<file path="src/rtl/tile_line_reader.sv">
// ---------------------------------------------------------------------------
// tile_line_reader
//   Display-side reader for the tile memory set. Walks one scanline of the
//   tile map (32x32-pixel tiles), fetching tile index -> pattern word ->
//   palette entry through the read-only port 2 of each memory, and streams
//   24-bit RGB pixels out through a small FIFO.
//
// Ports
//   clk, reset           system clock, asynchronous active-low reset
//   line_start/line_num  one-cycle request to render scanline line_num
//   busy, line_done      line in progress / one-cycle end-of-line pulse
//   tb_*                 tile_buffer port 2    (read-only, 1-cycle latency)
//   tg_*                 tile_graphics port 2  (read-only, 1-cycle latency)
//   pal_*                color_palettes port 2 (read-only, 1-cycle latency)
//   pix_*                pixel stream to the compositor
//   dbg_state            current FSM state (0 = IDLE, 1 = RUN)
//
// Handshake: a pixel transfers on a rising clk edge where pix_valid and
// pix_ready are both high. While pix_valid is high and pix_ready low,
// pix_rgb/pix_x/pix_last hold steady; pix_valid never drops without a
// transfer.
// ---------------------------------------------------------------------------
module tile_line_reader #(
  parameter int H_PIXELS   = 640,
  parameter int V_LINES    = 480,
  parameter int FIFO_DEPTH = 8
) (
  input  logic        clk,
  input  logic        reset,
  input  logic        line_start,
  input  logic [8:0]  line_num,
  output logic        busy,
  output logic        line_done,
  output logic        tb_rw,
  output logic [8:0]  tb_addr,
  input  logic [31:0] tb_rdata,
  output logic        tg_rw,
  output logic [10:0] tg_addr,
  input  logic [31:0] tg_rdata,
  output logic        pal_rw,
  output logic [2:0]  pal_addr,
  input  logic [23:0] pal_rdata,
  output logic        pix_valid,
  input  logic        pix_ready,
  output logic [23:0] pix_rgb,
  output logic [9:0]  pix_x,
  output logic        pix_last,
  output logic        dbg_state
);

  localparam int TILES_X = H_PIXELS / 32;
  localparam int AW      = $clog2(FIFO_DEPTH);
  localparam int CW      = AW + 1;
  localparam int OW      = AW + 3;

  typedef enum logic {IDLE = 1'b0, RUN = 1'b1} state_t;

  state_t      r_state;
  logic        r_busy;
  logic        r_line_done;
  logic [8:0]  r_y;
  logic [10:0] r_x_issue;

  // Pipeline stage registers: p1 = tile index returning, p2 = pattern word
  // returning, p3 = palette colour returning (pushed into the FIFO).
  logic        r_p1_valid, r_p2_valid, r_p3_valid;
  logic        r_p1_last,  r_p2_last,  r_p3_last;
  logic [9:0]  r_p1_x,     r_p2_x,     r_p3_x;

  logic [23:0]   r_fifo_rgb  [FIFO_DEPTH];
  logic [9:0]    r_fifo_x    [FIFO_DEPTH];
  logic          r_fifo_last [FIFO_DEPTH];
  logic [AW-1:0] r_wr_ptr, r_rd_ptr;
  logic [CW-1:0] r_count;

  logic          w_push, w_pop, w_issue;
  logic [OW-1:0] w_occ;
  logic [3:0]    w_nib;
  logic          w_unused;

  assign w_push = r_p3_valid;
  assign w_pop  = pix_valid && pix_ready;

  // Occupancy counts every pixel already committed to the FIFO: stored
  // entries plus everything still in the memory pipeline. Issuing only while
  // this stays below the depth guarantees the FIFO cannot overflow, and with
  // a depth of 4 or more it still sustains one pixel per cycle.
  assign w_occ = OW'(r_count) + OW'(r_p1_valid) + OW'(r_p2_valid)
               + OW'(r_p3_valid) - OW'(w_pop);

  assign w_issue = (r_state == RUN) && (r_x_issue < 11'(H_PIXELS))
                && (w_occ < OW'(FIFO_DEPTH));

  // Addresses are parked at zero whenever their stage is idle.
  assign tb_addr = w_issue
    ? 9'((32'(r_y) >> 5) * 32'(TILES_X) + (32'(r_x_issue) >> 5))
    : 9'd0;
  assign tg_addr = r_p1_valid ? {tb_rdata[3:0], r_y[4:0], r_p1_x[4:3]} : 11'd0;

  assign w_nib    = tg_rdata[{r_p2_x[2:0], 2'b00} +: 4];
  assign pal_addr = r_p2_valid ? w_nib[2:0] : 3'd0;

  assign tb_rw  = 1'b0;
  assign tg_rw  = 1'b0;
  assign pal_rw = 1'b0;

  assign pix_valid = (r_count != '0);
  assign pix_rgb   = pix_valid ? r_fifo_rgb[r_rd_ptr] : 24'd0;
  assign pix_x     = pix_valid ? r_fifo_x[r_rd_ptr]   : 10'd0;
  assign pix_last  = pix_valid && r_fifo_last[r_rd_ptr];

  assign busy      = r_busy;
  assign line_done = r_line_done;
  assign dbg_state = (r_state == RUN);

  // Upper tile-buffer bits and nibble bit 3 carry no meaning here.
  assign w_unused = ^{tb_rdata[31:4], w_nib[3]};

  // FIFO storage needs no reset: every output read from it is gated by
  // pix_valid, which comes from the reset count.
  always_ff @(posedge clk) begin
    if (w_push) begin
      r_fifo_rgb[r_wr_ptr]  <= pal_rdata;
      r_fifo_x[r_wr_ptr]    <= r_p3_x;
      r_fifo_last[r_wr_ptr] <= r_p3_last;
    end
  end

  always_ff @(posedge clk or negedge reset) begin
    if (!reset) begin
      r_state     <= IDLE;
      r_busy      <= 1'b0;
      r_line_done <= 1'b0;
      r_y         <= '0;
      r_x_issue   <= '0;
      r_p1_valid  <= 1'b0;
      r_p2_valid  <= 1'b0;
      r_p3_valid  <= 1'b0;
      r_p1_last   <= 1'b0;
      r_p2_last   <= 1'b0;
      r_p3_last   <= 1'b0;
      r_p1_x      <= '0;
      r_p2_x      <= '0;
      r_p3_x      <= '0;
      r_wr_ptr    <= '0;
      r_rd_ptr    <= '0;
      r_count     <= '0;
    end else begin
      r_line_done <= w_pop && pix_last;

      case (r_state)
        IDLE: begin
          if (line_start && (32'(line_num) < 32'(V_LINES))) begin
            r_state   <= RUN;
            r_busy    <= 1'b1;
            r_y       <= line_num;
            r_x_issue <= '0;
          end
        end
        RUN: begin
          if (w_issue) r_x_issue <= r_x_issue + 11'd1;
          if (w_pop && pix_last) begin
            r_state <= IDLE;
            r_busy  <= 1'b0;
          end
        end
        default: r_state <= IDLE;
      endcase

      r_p1_valid <= w_issue;
      r_p1_x     <= r_x_issue[9:0];
      r_p1_last  <= (r_x_issue == 11'(H_PIXELS - 1));
      r_p2_valid <= r_p1_valid;
      r_p2_x     <= r_p1_x;
      r_p2_last  <= r_p1_last;
      r_p3_valid <= r_p2_valid;
      r_p3_x     <= r_p2_x;
      r_p3_last  <= r_p2_last;

      if (w_push) r_wr_ptr <= r_wr_ptr + AW'(1);
      if (w_pop)  r_rd_ptr <= r_rd_ptr + AW'(1);
      r_count <= r_count + CW'(w_push) - CW'(w_pop);
    end
  end

endmodule

</file>
<file path="config.mk">
export PLATFORM = sky130hd
export DESIGN_NAME = tile_line_reader
export DESIGN_NICKNAME = d
export VERILOG_FILES = /design/src/rtl/tile_line_reader.sv
export SDC_FILE = /design/constraint.sdc
export NUM_CORES = 1
export LEC_CHECK = 0
export BUFFER_PORTS_ARGS = -buffer_cell sky130_fd_sc_hd__buf_2
export CORE_AREA = 2 2 218 134
export CTS_CLUSTER_DIAMETER = 100
export DETAILED_ROUTE_END_ITERATION = 10
export DIE_AREA = 0 0 220 136
export MAX_ROUTING_LAYER = met4
export PLACE_DENSITY = 0.68
export SYNTH_ARGS = -nofsm -noshare
export SYNTH_HDL_FRONTEND = slang
export SYNTH_SLANG_ARGS = --single-unit
</file>
<file path="constraint.sdc">
create_clock -name clk -period 4.8 [get_ports clk]
set_input_delay 0.48 -clock clk [delete_from_list [all_inputs] [get_ports clk]]
set_output_delay 0.48 -clock clk [all_outputs]
set_load 0.005 [all_outputs]
</file>
==> results of run 1 <==
[worst paths after layout]
check / startpoint / to / slack [ns]
worst max-delay path: r_count[2] / tb_addr[3] / 0.47
worst min-delay path: reset / r_y[0] / 0.06
worst max register to register: r_count[2] / r_x_issue[6] / 1.07
worst min register to register: r_p1_x[0] / r_p2_x[0] / 0.35
max in group asynchronous: reset / r_rd_ptr[0] / 3.82
min in group clk: line_num[4] / r_y[4] / 0.11
[power by group]
group | total [mW] | internal, mW | switching, mW
clock network | 2.59 | 1.52 | 1.07
registers | 3.86 | 3.48 | 0.380
logic | 2.27 | 1.20 | 1.07
[placed cells by master (no fill, tap or decap), drive strengths merged, types with 2 or more instances in the layout]
cell | Yosys | layout
nand2 | 40 | 40
conb | 1 | 3
and4b | 2 | 2
a21oi | 13 | 13
ha | 22 | 22
dfrtp | 69 | 69
a21o | 3 | 3
mux4 | 76 | 76
nand4 | 2 | 2
clkinv | 0 | 8
or3 | 2 | 2
o41ai | 2 | 2
nor2 | 55 | 55
o31ai | 5 | 5
inv | 20 | 25
mux2i | 38 | 38
nand2b | 5 | 5
or4 | 4 | 4
fa | 4 | 4
xor2 | 3 | 3
edfxtp | 280 | 280
xnor2 | 9 | 9
o21ai | 8 | 8
buf | 21 | 143
bufinv | 0 | 4
clkbuf | 11 | 41
nor3 | 4 | 4
and2 | 15 | 15
nand3 | 5 | 5
[sequential cells by signal, indices dropped and copies added (netlist names), 3 cells and up]
| register | cells |
|---|---|
| r_x_issue | 11 |
| r_p1_x | 10 |
| r_p3_x | 10 |
| r_fifo_rgb | 192 |
| r_y | 9 |
| r_p2_x | 10 |
| r_count | 4 |
| r_fifo_x | 80 |
| r_fifo_last | 8 |
| r_rd_ptr | 3 |
| r_wr_ptr | 3 |
[logic make-up (layout without fill, tap and decap cells)]
logic type               after synthesis  in the layout  synth area share, %
flip-flops                           349            349                73.40
AND/OR/NAND/NOR                      136            136                4.531
multiplexers                         115            115                15.23
buffers and inverters                 52            221                1.686
AO/OA/AOI/OAI                         38             38                1.785
adder cells (fa/ha/maj)               26             26                2.574
XOR/XNOR                              12             12               0.7613
other                                  1              3              0.02716
[synth_stat cells (2+ instances only)]
master / number
nand2_1: 40
o21ai_1: 4
o31ai_1: 5
ha_1: 22
xnor2_1: 9
or4_1: 4
mux4_2: 76
inv_1: 16
nor3_1: 3
fa_1: 4
or3_1: 2
mux2i_1: 38
o21ai_0: 4
a21oi_1: 13
o41ai_1: 2
nand2b_1: 5
buf_4: 4
xor2_1: 3
nand3_1: 5
inv_2: 4
clkbuf_1: 11
buf_1: 4
dfrtp_1: 69
and2_1: 15
a21o_1: 3
buf_2: 12
nor2_1: 55
and4b_1: 2
edfxtp_1: 280
nand4_1: 2
[stage by stage]
step | area (um^2) | total power [mW] | hold slack [ns] | setup WS [ns]
finish | 16040 | 8.719 | 0.05785 | 0.4730
global placement | 14950 | 6.206 | 0.3340 | 1.143
detailed placement | 14950 | 6.238 | 0.3347 | 1.045
CTS | 16040 | 8.825 | 0.07967 | 0.4214
global route | 16040 | 9.193 | 0.1063 | 0.1643
floorplan | 13810 | 5.444 | 0.1844 | 1.153
[worst reg2reg max path, delay by kind of cell (launching register included)]
kind / cells / cell delay, ns
DFF: 1 / 0.39
adders and majority gates: 4 / 1.03
and+or+nand+nor: 4 / 1.06
buffers and inverters: 6 / 0.60
AOI/OAI and AO/OA: 3 / 0.57
[cell type report]
cell class,count,area [um^2],area share [%]
Timing Repair Buffer,143,758.2,4.728
Tap cell,375,469.2,2.926
Sequential cell,349,10140,63.24
Clock inverter,17,198.9,1.241
Multi-Input combinational cell,330,3508,21.88
Inverter,20,75.07,0.4681
Clock buffer,41,885.9,5.524
[per-layer routing]
layer,vias to the layer above,routed length (um),part of all wire (%)
met3,33,1496,5.7
li1,3127,-,-
met1,3573,12150,47
met5,-,0,0
met2,193,12070,46
met4,0,321,1.2
==> flow_metrics.env, run 1 <==
export IMPL_fill_cells=2127
export IMPL_worst_path_buf_inv=7
export IMPL_worstPathRequired_ns=4.32
export IMPL_hpwl_mm=15.32
export IMPL_tightest_slew_ns=1.059
export IMPL_clk_pin_slew_worst_paths_ns=0.07
export IMPL_start_util_pct=49.12
export IMPL_path_cells="inv_1, ha_1, inv_2, nor3_4, inv_2, nand2_1, inv_2, ha_1, inv_1, fa_1, ha_1, nand4_1, and4b_1, o211ai_2, inv_2, and2_1, buf_2"
export IMPL_synth_edf_count=280
export IMPL_synth_ff_type="edfxtp_1"
export IMPL_clockRootBuffer="clkbuf_16"
export IMPL_synth_seq_area_share_pct=73.40
export IMPL_placementRows=48
export IMPL_timing_critical_path_mode_cell="inv_2"
export IMPL_syn_cell_area_um2=13810
export IMPL_status="finished, final reports clean"
export IMPL_holdBufCountCts=0
export IMPL_overflow=0
export IMPL_fin_util_pct=57.06
export IMPL_clock_sinks=349
export IMPL_synthCells=729
export IMPL_die_h_um=136
export IMPL_areaGrowthSynthToFinish_pct=16.15
export IMPL_grt_start_max_net_pins=54
export IMPL_track_usage_pct=18.15
export IMPL_synthArstFlopShare_pct=19.77
export IMPL_ant_nets=0
export IMPL_crit_arrival_ns=3.85
export IMPL_yosys_warnings=0
export IMPL_antenna_found_initial=0
export IMPL_leakage_nw=6.045
export IMPL_cp_top_family="adder cells"
export IMPL_die_x_um=220
export IMPL_viasPerCell=5.432
export IMPL_crit_cells=17
export IMPL_yosys_area_top_type="edfxtp_1"
export IMPL_grt_setup_unrepaired="no"
export IMPL_cts_buffer_depth=3
export IMPL_synth_avg_cell_area_um2=18.94
export IMPL_drtIter0Drc=560
export IMPL_routedWlPerCell_um=20.43
export IMPL_h_tree_depth=1
export IMPL_wl_mm=26.05
export IMPL_globalRouteMet1Util_pct=26.73
export IMPL_coreArea_um2=28110
export IMPL_cts_tree="yes"
export IMPL_num_vias=6926
export IMPL_hold_viol=0
export IMPL_gr_usage_met2_pct=27.08
export IMPL_route_detailed_drc=0
export IMPL_cap_violations=0
export IMPL_cp_start_kind="register"
export IMPL_ys_seq_elements=349
export IMPL_tns_ns=0
export IMPL_finalCritPeriodShare_pct=90.15
export IMPL_netlist_top_cells_area="edfxtp_1, dfrtp_1, mux4_2, mux2i_1, ha_1"
export IMPL_busiest_layer="met2"
export IMPL_port_buffers=126
export IMPL_endpoint_kind="output port"
export IMPL_finalMaxSlewViolations=0
export IMPL_clk_latency_ns=0.56
export IMPL_ir_drop_mv=0.2800
export IMPL_max_freq_mhz=231.1
export IMPL_p_per_area_nw_per_um2=543.7
export IMPL_diodes=0
export IMPL_reg2reg_depth=17
export IMPL_placed_cells=1217
export IMPL_cpMaxStageDelayCell="o211ai_2"
export IMPL_drive_gt1_share_pct=31.89
export IMPL_io_pins=166
export IMPL_cts_setup_buffers=0
export IMPL_cts_repair_resized=0
export IMPL_drt_pre_antenna_iters=7
export IMPL_hp_class="input port to async pin"
export IMPL_synth_distinct_cells=43
export IMPL_period_minus_slack_ns=4.327
export IMPL_critical_path_class="register to output port"
export IMPL_synth_top_area_share_pct=60.90
export IMPL_grt_pass1_wl_mm=39.40
export IMPL_critPathMaxStageDelay_ns=0.41
export IMPL_gp_congestion=0.7291
export IMPL_fin_cells=1275
export IMPL_nets=1002
export IMPL_grt_util_met3_pct=3.356
export IMPL_max_slew_margin_pct=29.41
export IMPL_dieArea_um2=29920
export IMPL_numCtsBuffers=31
export IMPL_finalSetupViolCount=0
export IMPL_cp_max_fo=8
export IMPL_grt_pass1_vias=6760
export IMPL_clock_skew_final_ns=0.01025
(Power assumes the default switching activity.)
==> run 2, diff against run 1 <==
Settings changed: PLACE_DENSITY 0.68 to 0.7.
==> flow_metrics.env, run 2 (synthesized netlist as in run 1, its figures left out) <==
export IMPL_areaGrowthSynthToFinish_pct=16.01
export IMPL_io_pins=166
export IMPL_drive_gt1_share_pct=31.44
export IMPL_overflow=0
export IMPL_clock_skew_final_ns=0.02833
export IMPL_num_vias=6938
export IMPL_dieArea_um2=29920
export IMPL_cts_tree="yes"
export IMPL_r2r_start="r_count[2]"
export IMPL_leakage_nw=6.023
export IMPL_max_flop_register="r_fifo_rgb"
export IMPL_drt_pre_antenna_iters=7
export IMPL_timing_critical_path_mode_cell="inv_2"
export IMPL_clk_latency_ns=0.51
export IMPL_hp_class="input port to async pin"
export IMPL_period_minus_slack_ns=4.228
export IMPL_clk_pin_slew_worst_paths_ns=0.06
export IMPL_finalCritPeriodShare_pct=88.09
export IMPL_worst_path_buf_inv=7
export IMPL_largest_reg_flops=192
export IMPL_die_h_um=136
export IMPL_nets=1004
export IMPL_final_common_cell="edfxtp_1"
export IMPL_gp_congestion=0.7499
export IMPL_status="finished, final reports clean"
export IMPL_cp_max_fo=8
export IMPL_ant_nets=0
export IMPL_track_usage_pct=19.17
export IMPL_clockRootBuffer="clkbuf_16"
export IMPL_port_buffers=126
export IMPL_drtIter0Drc=405
export IMPL_start_util_pct=49.12
export IMPL_critical_path_class="register to output port"
export IMPL_cts_setup_buffers=0
export IMPL_routedWlPerCell_um=21.31
export IMPL_tightest_slew_ns=1.108
export IMPL_reg2reg_depth=17
export IMPL_holdBufCountCts=0
export IMPL_viasPerCell=5.433
export IMPL_route_detailed_drc=0
export IMPL_clock_sinks=349
export IMPL_finalSetupViolCount=0
export IMPL_finalMaxSlewViolations=0
export IMPL_top_regs="r_fifo_rgb: 192 flops, r_fifo_x: 80 flops, r_x_issue: 11 flops"
export IMPL_grt_pass1_vias=6829
export IMPL_endpoint_kind="output port"
export IMPL_p_per_area_nw_per_um2=542.6
export IMPL_hpwl_mm=16.09
export IMPL_layout_common_cells="edfxtp_1, buf_2, mux4_2"
export IMPL_cts_repair_resized=0
export IMPL_cp_start_kind="register"
export IMPL_path_cells="inv_1, ha_1, inv_2, nor3_4, inv_2, nand2_1, inv_2, ha_1, inv_1, fa_1, ha_1, nand4_1, and4b_1, o211ai_2, inv_2, and2_1, buf_2"
export IMPL_regToRegEndpoint="r_x_issue[7]"
export IMPL_grt_setup_unrepaired="no"
export IMPL_h_tree_depth=2
export IMPL_worstPathRequired_ns=4.32
export IMPL_dpl_worst_slack_ns=1.073
export IMPL_wl_mm=27.22
export IMPL_antenna_found_initial=3
export IMPL_die_x_um=220
export IMPL_hold_viol=0
export IMPL_grt_start_max_net_pins=46
export IMPL_cpMaxStageDelayCell="dfrtp_1"
export IMPL_tns_ns=0
export IMPL_setup_ws_ns=0.5718
export IMPL_max_slew_margin_pct=25.89
export IMPL_ir_drop_mv=0.3610
export IMPL_coreArea_um2=28110
export IMPL_cap_violations=0
export IMPL_grt_pass1_wl_mm=41.08
export IMPL_max_freq_mhz=236.5
export IMPL_fill_cells=2156
export IMPL_cp_top_family="adder cells"
export IMPL_placementRows=48
export IMPL_r2r_slack_ns=1.11
export IMPL_critPathMaxStageDelay_ns=0.38
export IMPL_numCtsBuffers=34
export IMPL_cts_buffer_depth=3
export IMPL_crit_arrival_ns=3.75
[run 2: report_power, final]
part           switching (mW)  leakage (nW)  total, mW  internal (mW)
Sequential              0.393          3.50       3.87           3.48
Clock                    1.08         0.513       2.53           1.44
Combinational            1.08          2.01       2.29           1.21
Total                    2.56          6.02       8.69           6.14
[run 2: per-stage QoR]
step | power, mW | hold slack, ns | std cells | area, um^2 | utilization [%]
final | 8.692 | 0.1390 | 1277 | 16020 | 56.99
after global routing | 9.151 | 0.1453 | 1277 | 16020 | 56.99
after CTS | 8.803 | 0.1365 | 1275 | 16010 | 56.97
after detailed placement | 6.266 | 0.3347 | 1216 | 14970 | 53.26
after global placement | 6.219 | 0.3336 | 1216 | 14970 | 53.26
after floorplan | 5.444 | 0.1844 | 731 | 13810 | -
[run 2: worst max-delay path by stage]
stage            endpoint        from  cells past startpoint  slack (ns)
2_1_floorplan  tb_addr[0]  r_count[3]                     17        1.15
3_3_place_gp   tb_addr[2]  r_count[3]                     17        1.13
3_5_place_dp   tb_addr[2]  r_count[2]                     17        1.07
4_1_cts        tb_addr[2]  r_count[2]                     17        0.52
5_1_grt        tb_addr[0]  r_count[2]                     17        0.24
6_report       tb_addr[2]  r_count[2]                     17        0.57
[run 2: per-layer routing]
layer,up-vias,share of wire [%],global-route usage (%)
met2,161,45,27.18
met3,42,5.5,3.893
li1,3138,-,-
met1,3597,48,28.83
met4,0,1.4,4.474
met5,-,0,-
[run 2: cell type report]
class                   instances  area, um^2  share of cell area [%]
well taps                     375       469.2                   2.929
clock buffers                  42       900.9                   5.624
clock inverters                17       142.6                  0.8905
flip-flops and latches        349       10140                   63.31
repair buffers                142       763.2                   4.765
multi-input cells             330        3521                   21.98
inverters                      20       75.07                  0.4687
diodes                          2       5.005                 0.03125
==> run 3, diff against run 2 <==
Settings changed: CORE_AREA 2 2 218 134 to 2 2 243 149, DIE_AREA 0 0 220 136 to 0 0 245 151, PLACE_DENSITY 0.7 to unset.
==> flow_metrics.env, run 3 (synthesized netlist as in run 1, its figures left out) <==
export IMPL_nets=1006
export IMPL_hold_viol=0
export IMPL_drtIter0Drc=500
export IMPL_clk_pin_slew_worst_paths_ns=0.06
export IMPL_num_vias=6885
export IMPL_grt_setup_unrepaired="no"
export IMPL_pwr_share_clk_pct=28.8
export IMPL_tightest_slew_ns=0.9849
export IMPL_leakage_nw=6.016
export IMPL_p_sw_mw=2.570
export IMPL_cts_tree="yes"
export IMPL_track_usage_pct=15.56
export IMPL_max_slew_margin_pct=34.34
export IMPL_crit_arrival_ns=3.86
export IMPL_fin_cells=1371
export IMPL_layout_common_cells="edfxtp_1, buf_2, mux4_2"
export IMPL_ir_drop_mv=0.2685
export IMPL_finalPower_mw=8.686
export IMPL_p_per_area_nw_per_um2=538.4
export IMPL_fill_cells=2974
export IMPL_swShare_pct=29.59
export IMPL_cp_max_fo=20
export IMPL_worstPathRequired_ns=4.32
export IMPL_final_common_cell="edfxtp_1"
export IMPL_holdBufCountCts=0
export IMPL_cpMaxStageDelayCell="dfrtp_1"
export IMPL_placed_cells=1309
export IMPL_status="finished, final reports clean"
export IMPL_clock_sinks=349
export IMPL_whs_ns=0.06573
export IMPL_io_pins=166
export IMPL_areaGrowthSynthToFinish_pct=16.85
export IMPL_r2r_start="r_count[2]"
export IMPL_period_minus_slack_ns=4.336
export IMPL_place_area_um2=15090
export IMPL_die_h_um=151
export IMPL_dieArea_um2=37000
export IMPL_drive_gt1_share_pct=30.86
export IMPL_path_cells="inv_1, ha_1, inv_2, nor3_4, inv_2, nand2_1, inv_2, ha_1, inv_1, fa_1, ha_1, nand4_1, and4b_1, o211ai_2, buf_4, nor2_1, buf_2"
export IMPL_cts_buffer_depth=3
export IMPL_top_regs="r_fifo_rgb: 192 flops, r_fifo_x: 80 flops, r_x_issue: 11 flops"
export IMPL_p_comb_share_pct=27.0
export IMPL_max_flop_register="r_fifo_rgb"
export IMPL_diodes=0
export IMPL_finalSetupViolCount=0
export IMPL_grt_pass1_vias=7067
export IMPL_cp_start_kind="register"
export IMPL_largest_reg_flops=192
export IMPL_start_util_pct=39.81
export IMPL_cap_violations=0
export IMPL_cts_setup_buffers=0
export IMPL_grt_start_max_net_pins=70
export IMPL_route_detailed_drc=0
export IMPL_finalMaxSlewViolations=0
export IMPL_cts_repair_resized=0
export IMPL_hpwl_mm=15.74
export IMPL_h_tree_depth=2
export IMPL_die_x_um=245
export IMPL_critical_path_class="register to output port"
export IMPL_finalCritPeriodShare_pct=90.33
export IMPL_clockRootBuffer="clkbuf_16"
export IMPL_clock_skew_final_ns=0.01615
export IMPL_endpoint_kind="output port"
export IMPL_clk_latency_ns=0.51
export IMPL_grt_pass1_wl_mm=42.02
export IMPL_cp_startpoint="r_count[2]"
export IMPL_placementRows=53
export IMPL_tns_ns=0
export IMPL_routedWlPerCell_um=19.90
export IMPL_overflow=0
export IMPL_gp_congestion=0.7692
export IMPL_port_buffers=126
export IMPL_p_int_mw=6.116
export IMPL_coreArea_um2=34680
export IMPL_drt_pre_antenna_iters=5
export IMPL_numCtsBuffers=35
export IMPL_max_freq_mhz=230.6
export IMPL_p_seq_share_pct=44.2
export IMPL_wl_mm=27.29
export IMPL_hp_class="input port to async pin"
export IMPL_antenna_found_initial=0
export IMPL_fin_area_um2=16130
export IMPL_viasPerCell=5.022
export IMPL_ant_nets=0
export IMPL_critPathMaxStageDelay_ns=0.39
run 3: changes by cell type in the layout (fill, tap and decap cells not counted), sizes merged:
cell | previous run | this run
buf | 142 | 143
bufinv | 2 | 0
clkbuf | 42 | 52
clkinv | 13 | 7
diode | 2 | 0
inv | 21 | 22
run 3: routing by layer:
| metal | track usage [%] | share of wire [%] |
|---|---|---|
| met3 | 2.941 | 5.3 |
| met4 | 2.805 | 1.1 |
| met2 | 23.40 | 46 |
| met5 | - | 0 |
| met1 | 22.50 | 48 |
run 3: through the flow:
step,setup WS (ns),utilization (%)
4_1_cts,0.3951,46.52
3_5_place_dp,0.9686,43.52
2_1_floorplan,1.153,-
5_1_grt,0.1496,46.52
3_3_place_gp,1.001,43.52
6_report,0.4640,46.52
run 3: worst paths after layout:
path	endpoint	slack, ns	cells after the start
min in group clk	r_y[2]	0.16	3
setup reg to reg	r_x_issue[7]	1.15	17
hold / removal	r_y[3]	0.07	1
hold reg to reg	r_p2_x[5]	0.35	0
max in group asynchronous	r_rd_ptr[0]	4.05	1
setup / recovery	tb_addr[1]	0.46	17
run 3: cell type report:
| class | instances | area (um^2) | area share, % |
|---|---|---|---|
| Multi-Input combinational cell | 330 | 3508 | 21.75 |
| Clock inverter | 10 | 67.56 | 0.4188 |
| Clock buffer | 52 | 970.9 | 6.018 |
| Tap cell | 467 | 584.3 | 3.622 |
| Sequential cell | 349 | 10140 | 62.86 |
| Inverter | 20 | 75.07 | 0.4653 |
| Timing Repair Buffer | 143 | 785.8 | 4.870 |
run 3: power groups by stage:
| stage | Clock [mW] | Combinational, mW | Sequential (mW) |
|---|---|---|---|
| after floorplan | 0 | 1.80 | 3.65 |
| after global placement | 0 | 2.37 | 3.91 |
| after detailed placement | 0 | 2.40 | 3.92 |
| after CTS | 2.57 | 2.40 | 3.85 |
| after global routing | 2.70 | 2.61 | 3.89 |
| final | 2.50 | 2.34 | 3.84 |
run 3: worst max-delay path: cells and delay by family (launching register included):
family / cells / cell delay (ns)
AO/OA/AOI/OAI: 1 / 0.36
adder cells (fa/ha/maj): 4 / 1.12
buffers and inverters: 7 / 0.75
flip-flops: 1 / 0.39
AND/OR/NAND/NOR: 5 / 0.74
